--- config.mk ---
export PLATFORM = sky130hd
export DESIGN_NAME = nabp_shift_sequencer
export DESIGN_NICKNAME = d
export VERILOG_FILES = /design/src/rtl/nabp_pkg.sv /design/src/rtl/nabp_shift_sequencer.sv
export SDC_FILE = /design/constraint.sdc
export NUM_CORES = 1
export LEC_CHECK = 0
export CAP_MARGIN = 20
export CORE_ASPECT_RATIO = 2
export CORE_MARGIN = 4
export CORE_UTILIZATION = 35
export DETAILED_ROUTE_END_ITERATION = 8
export PLACE_DENSITY = 0.72
export SKIP_LAST_GASP = 1
export SYNTH_ARGS = -nofsm -noshare
export SYNTH_HDL_FRONTEND = slang
export SYNTH_SLANG_ARGS = --single-unit
--- constraint.sdc ---
create_clock -name clk -period 1.72 [get_ports clk]
set_clock_uncertainty 0.2 [all_clocks]
set_input_delay 0.344 -clock clk [delete_from_list [all_inputs] [get_ports clk]]
set_output_delay 0.344 -clock clk [all_outputs]
set_load 0.02 [all_outputs]
--- src/rtl/nabp_pkg.sv ---
// Shared types and constants for the NABP shifter handshake blocks.
//   seq_state_t    : states of the shift sequencer FSM
//   DEFAULT_ACCU_W : accumulator step width, common to sequencer and shifter
package nabp_pkg;

  localparam int unsigned DEFAULT_ACCU_W = 16;

  typedef enum logic [3:0] {
    IDLE       = 4'd0,
    ADDR       = 4'd1,
    DATA       = 4'd2,
    FILL_KICK  = 4'd3,
    FILL_WAIT  = 4'd4,
    SHIFT_ARM  = 4'd5,
    SHIFT_KICK = 4'd6,
    SHIFT_WAIT = 4'd7,
    FIN        = 4'd8
  } seq_state_t;

endpackage

--- src/rtl/nabp_shift_sequencer.sv ---
// Initiator side of the shifter fill/shift handshake. Walks projection angles
// 0..NUM_ANGLES-1; for each angle it reads the accumulator step from the angle
// ROM, kicks the fill phase, waits fill_done, waits for PE readiness, kicks
// the shift phase and waits shift_done.
// Ports:
//   clk, reset_n       clock, synchronous active-low reset
//   start              1-cycle frame start request (ignored while busy)
//   busy / done        frame in progress / 1-cycle end-of-frame pulse
//   err                sticky protocol error (stray done pulse)
//   angle_idx          current angle, valid while busy
//   rom_addr/rom_data  angle ROM port, data valid 1 cycle after address
//   sh_fill_kick       1-cycle fill phase start
//   sh_shift_kick      1-cycle shift phase start
//   sh_accu_base       per-angle step, stable from fill kick through shift_done
//   sh_fill_done       1-cycle pulse from shifter
//   sh_shift_done      1-cycle pulse from shifter
//   pe_ready           PE array may accept a new shift phase
module nabp_shift_sequencer
  import nabp_pkg::*;
#(
  parameter int unsigned NUM_ANGLES = 180,
  parameter int unsigned ANGLE_W    = 8,
  parameter int unsigned ACCU_W     = DEFAULT_ACCU_W
) (
  input  logic               clk,
  input  logic               reset_n,
  input  logic               start,
  output logic               busy,
  output logic               done,
  output logic               err,
  output logic [ANGLE_W-1:0] angle_idx,
  output logic [ANGLE_W-1:0] rom_addr,
  input  logic [ACCU_W-1:0]  rom_data,
  output logic               sh_fill_kick,
  output logic               sh_shift_kick,
  output logic [ACCU_W-1:0]  sh_accu_base,
  input  logic               sh_fill_done,
  input  logic               sh_shift_done,
  input  logic               pe_ready
);

  localparam logic [ANGLE_W-1:0] LAST_ANGLE = ANGLE_W'(NUM_ANGLES - 1);

  seq_state_t          state_q, state_d;
  logic [ANGLE_W-1:0]  angle_d;
  logic [ACCU_W-1:0]   base_d;
  logic                err_d;
  logic                busy_d;
  logic                done_d;
  logic                fill_kick_d;
  logic                shift_kick_d;
  logic                stray_done;

  // Next state, counter, base register and error flag; outputs are decoded
  // from the next state so every output comes straight from a flop.
  always_comb begin
    state_d      = state_q;
    angle_d      = angle_idx;
    base_d       = sh_accu_base;
    err_d        = err;
    busy_d       = 1'b0;
    done_d       = 1'b0;
    fill_kick_d  = 1'b0;
    shift_kick_d = 1'b0;

    // A done pulse that does not match the waiting state is dropped and flagged.
    stray_done = (sh_fill_done  && (state_q != FILL_WAIT)) ||
                 (sh_shift_done && (state_q != SHIFT_WAIT));
    if (stray_done) err_d = 1'b1;

    case (state_q)
      IDLE: begin
        if (start) begin
          state_d = ADDR;
          angle_d = '0;
          err_d   = stray_done;
        end
      end
      ADDR:       state_d = DATA;
      DATA: begin
        base_d  = rom_data;
        state_d = FILL_KICK;
      end
      FILL_KICK:  state_d = FILL_WAIT;
      FILL_WAIT:  if (sh_fill_done) state_d = SHIFT_ARM;
      SHIFT_ARM:  if (pe_ready) state_d = SHIFT_KICK;
      SHIFT_KICK: state_d = SHIFT_WAIT;
      SHIFT_WAIT: begin
        if (sh_shift_done) begin
          if (angle_idx == LAST_ANGLE) begin
            state_d = FIN;
          end else begin
            angle_d = angle_idx + ANGLE_W'(1);
            state_d = ADDR;
          end
        end
      end
      FIN:        state_d = IDLE;
      default:    state_d = IDLE;
    endcase

    busy_d       = (state_d != IDLE);
    done_d       = (state_d == FIN);
    fill_kick_d  = (state_d == FILL_KICK);
    shift_kick_d = (state_d == SHIFT_KICK);
  end

  // State and output registers.
  always_ff @(posedge clk) begin
    if (!reset_n) begin
      state_q       <= IDLE;
      angle_idx     <= '0;
      sh_accu_base  <= '0;
      err           <= 1'b0;
      busy          <= 1'b0;
      done          <= 1'b0;
      sh_fill_kick  <= 1'b0;
      sh_shift_kick <= 1'b0;
    end else begin
      state_q       <= state_d;
      angle_idx     <= angle_d;
      sh_accu_base  <= base_d;
      err           <= err_d;
      busy          <= busy_d;
      done          <= done_d;
      sh_fill_kick  <= fill_kick_d;
      sh_shift_kick <= shift_kick_d;
    end
  end

  // The ROM is addressed by the registered angle counter directly.
  assign rom_addr = angle_idx;

endmodule

[Word-level counts from Yosys, hierarchy flattened]
Index checks and enable logic that the tools add are counted.
W data, S select, Z words.
Word-level totals
  flip-flop bits (word level): 33
  word-level logic and storage cells: 45
  output and inout bits: 37
Operators by class
  reductions and logical operators: 7
  add/sub/neg operators: 1
  multiplexer cells: 13
  equality and inequality tests: 16
Operators with widths (number)
  $pmux W4 S8: 1
  $mux W8: 3
  $eq A4 B3 Y1 const B: 5
  $mux W4: 5
  $pmux W8 S2: 1
  $eq A4 B2 Y1 const B: 3
  $add A8 B1 Y8 const B: 1
  $eq A8 B8 Y1 const B: 1
  $ne A4 B3 Y1 const B: 2
  $ne A2 B2 Y1 const B: 3
  $eq A4 B1 Y1 const B: 1
  $eq A4 B4 Y1 const B: 1
  $logic_not A4 Y1: 1
  $reduce_and A4 Y1: 1
  $reduce_bool A4 Y1: 1
  $mux W1: 3
  $logic_and A1 B1 Y1: 2
  $reduce_bool A2 Y1: 1
  $logic_or A1 B1 Y1: 1

[Depth between registers and ports, before layout]
Gate-level depths: netlist of run 1.
  depth after elaboration: 6
  depth in mapped cells: 6

[Least setup slack after synthesis of run 1]
Ideal clock, no wire load.
  path kind: register to register
  from: reg angle_idx[0]
  to: reg angle_idx[5]
  library setup time: 72 ps
  setup slack: -268 ps
  arrival: 1716 ps
  path buffers: 1
  required time: 1448 ps
  stages on the path, launching flop included: 7
  cells stage by stage: dfxtp_1 -> ha_1 -> and3_1 -> a21o_1 -> buf_4 -> a2111oi_4 -> mux2i_1
On the way
  longest elaborated chain between the ends: 4
RTL lines
  start: declaration: RTL line nabp_shift_sequencer.sv:31  | output logic [ANGLE_W-1:0] angle_idx,
  start signal: assignment: RTL line nabp_shift_sequencer.sv:121  | angle_idx <= angle_d;
  $add A8 B1 Y8: RTL line nabp_shift_sequencer.sv:93  | angle_d = angle_idx + ANGLE_W'(1);
  $mux W8: RTL line nabp_shift_sequencer.sv:90  | if (angle_idx == LAST_ANGLE) begin
  $mux W8: RTL line nabp_shift_sequencer.sv:89  | if (sh_shift_done) begin
  $pmux W8 S2: RTL line nabp_shift_sequencer.sv:71  | case (state_q)
Several ways; a longest one is shown, not always the timed one. The select of a mux whose other input is x is not followed.
A chain may end at the register's enable or synchronous reset.

[Final worst setup path of run 1]
Same ends and word-level chain as after synthesis.

==> results of run 1 <==
## cell families (layout without fill, tap and decap cells)
logic type / Yosys count / count (layout)
buf+inv: 22 / 102
flops: 33 / 33
fa+ha+maj: 1 / 1
simple gates: 81 / 81
compound gates: 42 / 42
mux: 6 / 6
## flip-flops by register name (all words and copies together), names as in the netlist
name,count
sh_accu_base,16
sh_shift_kick,1
state_q,4
done,1
sh_fill_kick,1
err,1
busy,1
angle_idx,8
## final cells by class
type | count | area, um2
well taps | 54 | 67.6
multi-input cells | 130 | 862
clock buffers | 6 | 72.6
inverters | 3 | 11.3
clock inverters | 2 | 10.0
repair buffers | 91 | 800
flip-flops and latches | 33 | 669
fillers | 410 | 1850
## critical path: stages, from the launching register on
cell and delay, ns:
dfxtp_4 0.35, ha_4 0.15, and3_4 0.18, a21o_4 0.24, a2111oi_4 0.31, mux2i_1 0.21
## routing by layer
| metal | GRT usage [%] | routed length (um) | part of all wire, % |
|---|---|---|---|
| met5 | 0 | 0 | 0 |
| met4 | 9.36 | 143 | 3.4 |
| met3 | 3.13 | 167 | 3.9 |
| met2 | 30.4 | 2490 | 59 |
| met1 | 14.7 | 1450 | 34 |
## power groups by stage
stage	combinational, mW	clock [mW]	sequential [mW]
floorplan	0.138	0	0.869
global placement	0.355	0	0.833
detailed placement	0.358	0	0.835
CTS	0.344	0.580	0.816
global route	0.380	0.606	0.819
finish	0.349	0.548	0.816
## what timing repair did
action / CTS / global route
resized for setup: 42 / 10
endpoints found under the setup margin: 42 / 11
cloned: 0 / 0
buffers inserted: 0 / 1
## cell usage in the layout (no fill, tap or decap), drive strengths merged, types with 3 or more instances in the layout
cell type,count
nor2,5
dfxtp,33
dlygate4sd2,33
nand3,6
clkbuf,6
clkdlybuf4s15,4
inv,3
nor4b,3
nand2,44
a21oi,25
a211oi,4
mux2i,6
a31oi,3
buf,33
clkdlybuf4s50,21
nand2b,9
## through the flow
stage                     utilization [%]  TNS [ns]  power (mW)  hold WS, ns
final                                57.4         0        1.71        0.249
after global routing                 57.4    -0.220        1.81        0.265
after CTS                            56.5   -0.0198        1.74        0.252
after detailed placement             55.1     -2.13        1.19        0.246
after global placement               55.1     -2.04        1.19        0.242
after floorplan                         -   -0.0985        1.01        0.280
## final timing paths
check / from / slack, ns / endpoint / cells after the start
min reg2reg: sh_accu_base[6]$_SDFFE_PN0P_ / 0.25 / sh_accu_base[6]$_SDFFE_PN0P_ / 2
min: sh_accu_base[6]$_SDFFE_PN0P_ / 0.25 / sh_accu_base[6]$_SDFFE_PN0P_ / 2
max: angle_idx[0]$_SDFFE_PN0P_ / 0.02 / angle_idx[5]$_SDFFE_PN0P_ / 5
max reg2reg: angle_idx[0]$_SDFFE_PN0P_ / 0.02 / angle_idx[5]$_SDFFE_PN0P_ / 5
==> results.txt, run 1 <==
vias in the first global route: 1520
DIE WIDTH: 55.5 um
fin crit period: 1.70 ns
Synth cell types: 36
DP Worst Slack: -0.271 ns
cell count after synthesis: 185
most frequent cells after synthesis: nand2_1 (44), dfxtp_1 (33), a21oi_1 (25)
simple-gate share of the synthesized area: 27.3%
final WL: 4250 um
endpoint class of the critical path: flip-flop
Yosys reg bits: 33
post-synth top area cell: dfxtp_1
final count of hold timing violations: 0
Synth Area in XOR/XNOR: 0%
Syn-to-layout area delta: 58.0%
syn avg cell area: 8.53 um2
Finished Layout Cells: 319
Root Driver: clkbuf_8
CP Launch Type: flip-flop
ys async rst share: 0%
vias per inst: 4.98
final period utilization: 99.1%
largest family of logic cells by synthesized area: simple AND/OR/NAND/NOR gates
Sink Count: 33
Clock Power Share: 32.0%
DR vias: 1590
Pwr Density: 688 mW/mm2
combinational power share: 20.4%
largest net degree at the start of global routing: 17
diodes inserted: 0
ranking of synthesized cells by area: dfxtp_1 (42%), nand2_1 (10%), a21oi_1 (7.9%)
Worst Path Arrival: 1.71 ns
sw power: 0.472 mW
Starting Density: 36.4%
P_leak: 1.10 nW
Pre-Repair DR Iteration Count: 4
layout cell share with drive strength beyond 1: 23.0%
first-pass GRT wire length: 7080 um
# rows: 34
hold buffers post-CTS: 0
I/O pins: 59
post-route cell area: 0.00249 mm2
mux contribution to synthesized area: 3.81%
Int Power: 1.24 mW
CTS max path bufs: 2
DRC viols: 0
drt initial violations: 25
status: finished clean
clk slew on worst S/H paths: 0.06 ns
Mapped Nets: 208
post-placement cell count: 310
die area: 0.00571 mm2
top_reg_cell synth: dfxtp_1
# setup viols final: 0
Worst-Skew Late Latency: 0.28 ns
Setup WS post-layout: 0.0159 ns
max_cap viols: 0
synth warn: 0
fin nets: 287
part of the power in registers: 47.6%
core box area: 0.00434 mm2
EDFF count, synth: 0
maximum VDD drop: 0.594 mV
WL/cell: 13.3 um
final RePlAce weighted congestion: 0.880
gr usage total: 15.6%
post-synth top area share: 41.9%
worst slew pin tran: 0.343 ns
Cell Area, Placed: 0.00239 mm2
crit path max fanout: 7
sw frac: 27.5%
Num CTS Buffers: 5
fmax: 587 MHz
initial antenna violation count: 0
Rel. slew slack: 77.0%
ANT nets after route: 0
count leader, synth: nand2_1
Synth Area in Compound Gates: 18.2%
Port Buf Inserts: 58
CTS tree: yes
Detail Placement HPWL: 3360 um
Die Y: 103 um
unrepaired setup endpoints after global routing: yes
mapped cell area: 0.00158 mm2
Worst Hold Class: flip-flop to flip-flop
Max Slew Vio Count: 0
Synth Area in Adders: 0.793%
depth of the CTS H-tree: 2
Critical Path RT: 1.73 ns
register area share after synthesis: 41.9%
WS Path Type: flip-flop to flip-flop
GRT overflow: 0
No activity file was read; power rests on OpenSTA's default activity.
==> run 2: changes to the inputs <==
--- a/config.mk
+++ b/config.mk
@@ -10,6 +10,7 @@
 export CORE_MARGIN = 4
 export CORE_UTILIZATION = 35
 export DETAILED_ROUTE_END_ITERATION = 8
+export MAX_ROUTING_LAYER = met4
 export PLACE_DENSITY = 0.72
 export SKIP_LAST_GASP = 1
 export SYNTH_ARGS = -nofsm -noshare
==> results.txt, run 2 (synthesis gave the netlist of run 1 again) <==
Sink Count: 33 (unchanged)
diodes inserted: 0 (unchanged)
Port Buf Inserts: 58 (unchanged)
ANT nets after route: 0 (unchanged)
drt initial violations: 23 (-8.0%)
Pwr Density: 700 mW/mm2 (+1.8%)
vias per inst: 4.94 (-0.81%)
max_cap viols: 0 (unchanged)
Layout fillers: 422 (+2.9%)
I/O pins: 59 (unchanged)
final count of hold timing violations: 0 (unchanged)
endpoint class of the critical path: flip-flop
Critical Path RT: 1.73 ns (about the same)
Final Power: 1.75 mW (+2.0%)
DP Worst Slack: -0.280 ns (-0.00944 ns)
Rel. slew slack: 77.0% (about the same)
hold_ws: 0.250 ns (+0.000532 ns)
Max Slew Vio Count: 0 (unchanged)
clk slew on worst S/H paths: 0.07 ns (about the same)
Critical R2R Launch: angle_idx[0]$_SDFFE_PN0P_
DRC viols: 0 (unchanged)
vias in the first global route: 1593 (+4.8%)
hold buffers post-CTS: 0 (unchanged)
depth of the CTS H-tree: 2 (unchanged)
P_leak: 1.10 nW (+0.46%)
unrepaired setup endpoints after global routing: yes
DIE WIDTH: 55.5 um (unchanged)
Int Power: 1.29 mW (+3.7%)
CTS tree: yes
gr usage total: 16.9% (+1.3 points)
Seq. cell area: 671 um2 (+0.19%)
# setup viols final: 1 (+1)
maximum VDD drop: 0.606 mV (+2.1%)
layout cell share with drive strength beyond 1: 22.2% (-0.84 points)
Detail Placement HPWL: 3370 um (+0.42%)
DR vias: 1582 (-0.50%)
Starting Density: 36.4% (unchanged)
Worst Path Arrival: 1.73 ns (+0.02 ns)
Hold EP: sh_accu_base[10]$_SDFFE_PN0P_
footprint of the multi-input gates: 851 um2 (-1.3%)
Die Y: 103 um (unchanged)
Regs by FF count: sh_accu_base x16, angle_idx x8, state_q x4
Setup WS post-layout: -0.00145 ns (-0.0174 ns)
final RePlAce weighted congestion: 0.875 (-0.59%)
Root Driver: clkbuf_8
worst slew pin tran: 0.341 ns (-0.00212 ns)
failing checks: negative setup slack
most common cell after layout, fill and taps aside: nand2_1
WL/cell: 13.5 um (+1.1%)
hold path start: sh_accu_base[10]$_SDFFE_PN0P_
sw frac: 26.3% (-1.2 points)
Worst Hold Class: flip-flop to flip-flop
fin crit period: 1.72 ns (+0.0174 ns)
slowest CP cell: dfxtp_4
most flop-heavy register: sh_accu_base
largest net degree at the start of global routing: 17 (unchanged)
Clock Power Share: 33.4% (+1.4 points)
Worst R2R Path Depth: 5 (unchanged)
fmax: 581 MHz (-1.0%)
max reg flops: 16 (unchanged)
CP max stage delay: 0.35 ns (about the same)
Syn-to-layout area delta: 58.3%
post-route cell area: 0.00250 mm2 (+0.20%)
crit path max fanout: 7 (unchanged)
sw power: 0.460 mW (-2.7%)
WS Path Type: flip-flop to flip-flop
CP Launch Type: flip-flop
part of the power in registers: 46.7% (-0.9 points)
commonest cells after routing, fill and taps aside: nand2_1 (44), dlygate4sd2_1 (33), buf_4 (33), dfxtp_1 (29), a21oi_1 (25)
first-pass GRT wire length: 7510 um (+6.0%)
GRT overflow: 0 (unchanged)
die area: 0.00571 mm2 (unchanged)
worst flop-to-flop path endpoint: angle_idx[7]$_SDFFE_PN0P_
Pre-Repair DR Iteration Count: 4 (unchanged)
CP cell instances: ha_4, and3_4, a21o_4, a2111oi_4, mux2i_1
core box area: 0.00434 mm2 (unchanged)
setup TNS: -0.00145 ns (-0.00145 ns)
initial antenna violation count: 0 (unchanged)
fin nets: 288 (+0.35%)
combinational power share: 19.9% (-0.5 points)
Num CTS Buffers: 5 (unchanged)
Cell Area, Placed: 0.00240 mm2 (+0.31%)
final WL: 4310 um (+1.4%)
# rows: 34 (unchanged)
final period utilization: 100% (+1.0 points)
Worst-Skew Late Latency: 0.27 ns (about the same)
CTS max path bufs: 2 (unchanged)
status: complete, but fails checks
reg-to-reg slack, setup: -0.001 ns (-0.02 ns)
hold path depth: 2 (unchanged)
==> run 2: changes by cell type in the layout (fill, tap and decap cells not counted) <==
cell	before	now
buf_4	32	33
clkbuf_1	1	2
clkbuf_8	5	6
clkinv_2	2	0
dfxtp_1	30	29
dfxtp_2	1	2
nor2_1	3	5
nor2_2	2	0
nor4_1	1	2
nor4_2	1	0
==> run 2: layout make-up <==
| cell class | instances | area share (%) |
|---|---|---|
| clock buffer | 8 | 3.61 |
| inverter | 3 | 0.451 |
| multi-input combinational | 130 | 34.1 |
| sequential | 33 | 26.9 |
| tap | 54 | 2.71 |
| timing repair buffer | 92 | 32.3 |
==> run 2: through the flow <==
step | cells | utilization (%)
finish | 320 | 57.6
detailed placement | 311 | 55.2
global placement | 311 | 55.2
global route | 320 | 57.6
floorplan | 185 | -
CTS | 319 | 56.9
==> run 2: layer usage <==
layer  track usage, %  vias up  part of all wire [%]  routed length [um]
met5                -        -                     0                   0
met3             3.38       11                   4.2                 180
met2             32.0       54                    58                2510
met4             8.80        0                   2.8                 122
li1                 -      792                     -                   -
met1             15.9      725                    35                1500
==> run 2: worst max path at each step <==
stage | start | slack (ns) | endpoint
floorplan | angle_idx[0]$_SDFFE_PN0P_ | -0.03 | angle_idx[5]$_SDFFE_PN0P_
detailed placement | start | -0.28 | angle_idx[7]$_SDFFE_PN0P_
global route | angle_idx[0]$_SDFFE_PN0P_ | -0.11 | angle_idx[5]$_SDFFE_PN0P_
CTS | angle_idx[0]$_SDFFE_PN0P_ | -0.01 | angle_idx[7]$_SDFFE_PN0P_
global placement | start | -0.27 | sh_shift_kick$_SDFF_PN0_
finish | angle_idx[0]$_SDFFE_PN0P_ | -0.001 | angle_idx[7]$_SDFFE_PN0P_
==> run 2: worst max-delay path, delay by kind of cell, from the launching register on <==
kind                       cells  cell delay (ns)
muxes                          1             0.21
and+or+nand+nor                1             0.18
adders and majority gates      1             0.16
DFF                            1             0.35
AOI/OAI and AO/OA              2             0.55
==> run 2: what timing repair did <==
action	CTS	global route
setup endpoints to repair	43	11
resized for setup	43	7
buffers inserted	0	1
pin swaps	0	1
hold endpoints to repair	0	0
==> run 2: power by group through the flow <==
stage               Combinational [mW]  Sequential, mW  Clock, mW
detailed placement               0.358           0.835          0
global placement                 0.355           0.834          0
finish                           0.348           0.816      0.584
global route                     0.381           0.819      0.647
CTS                              0.348           0.816      0.613
floorplan                        0.138           0.869          0
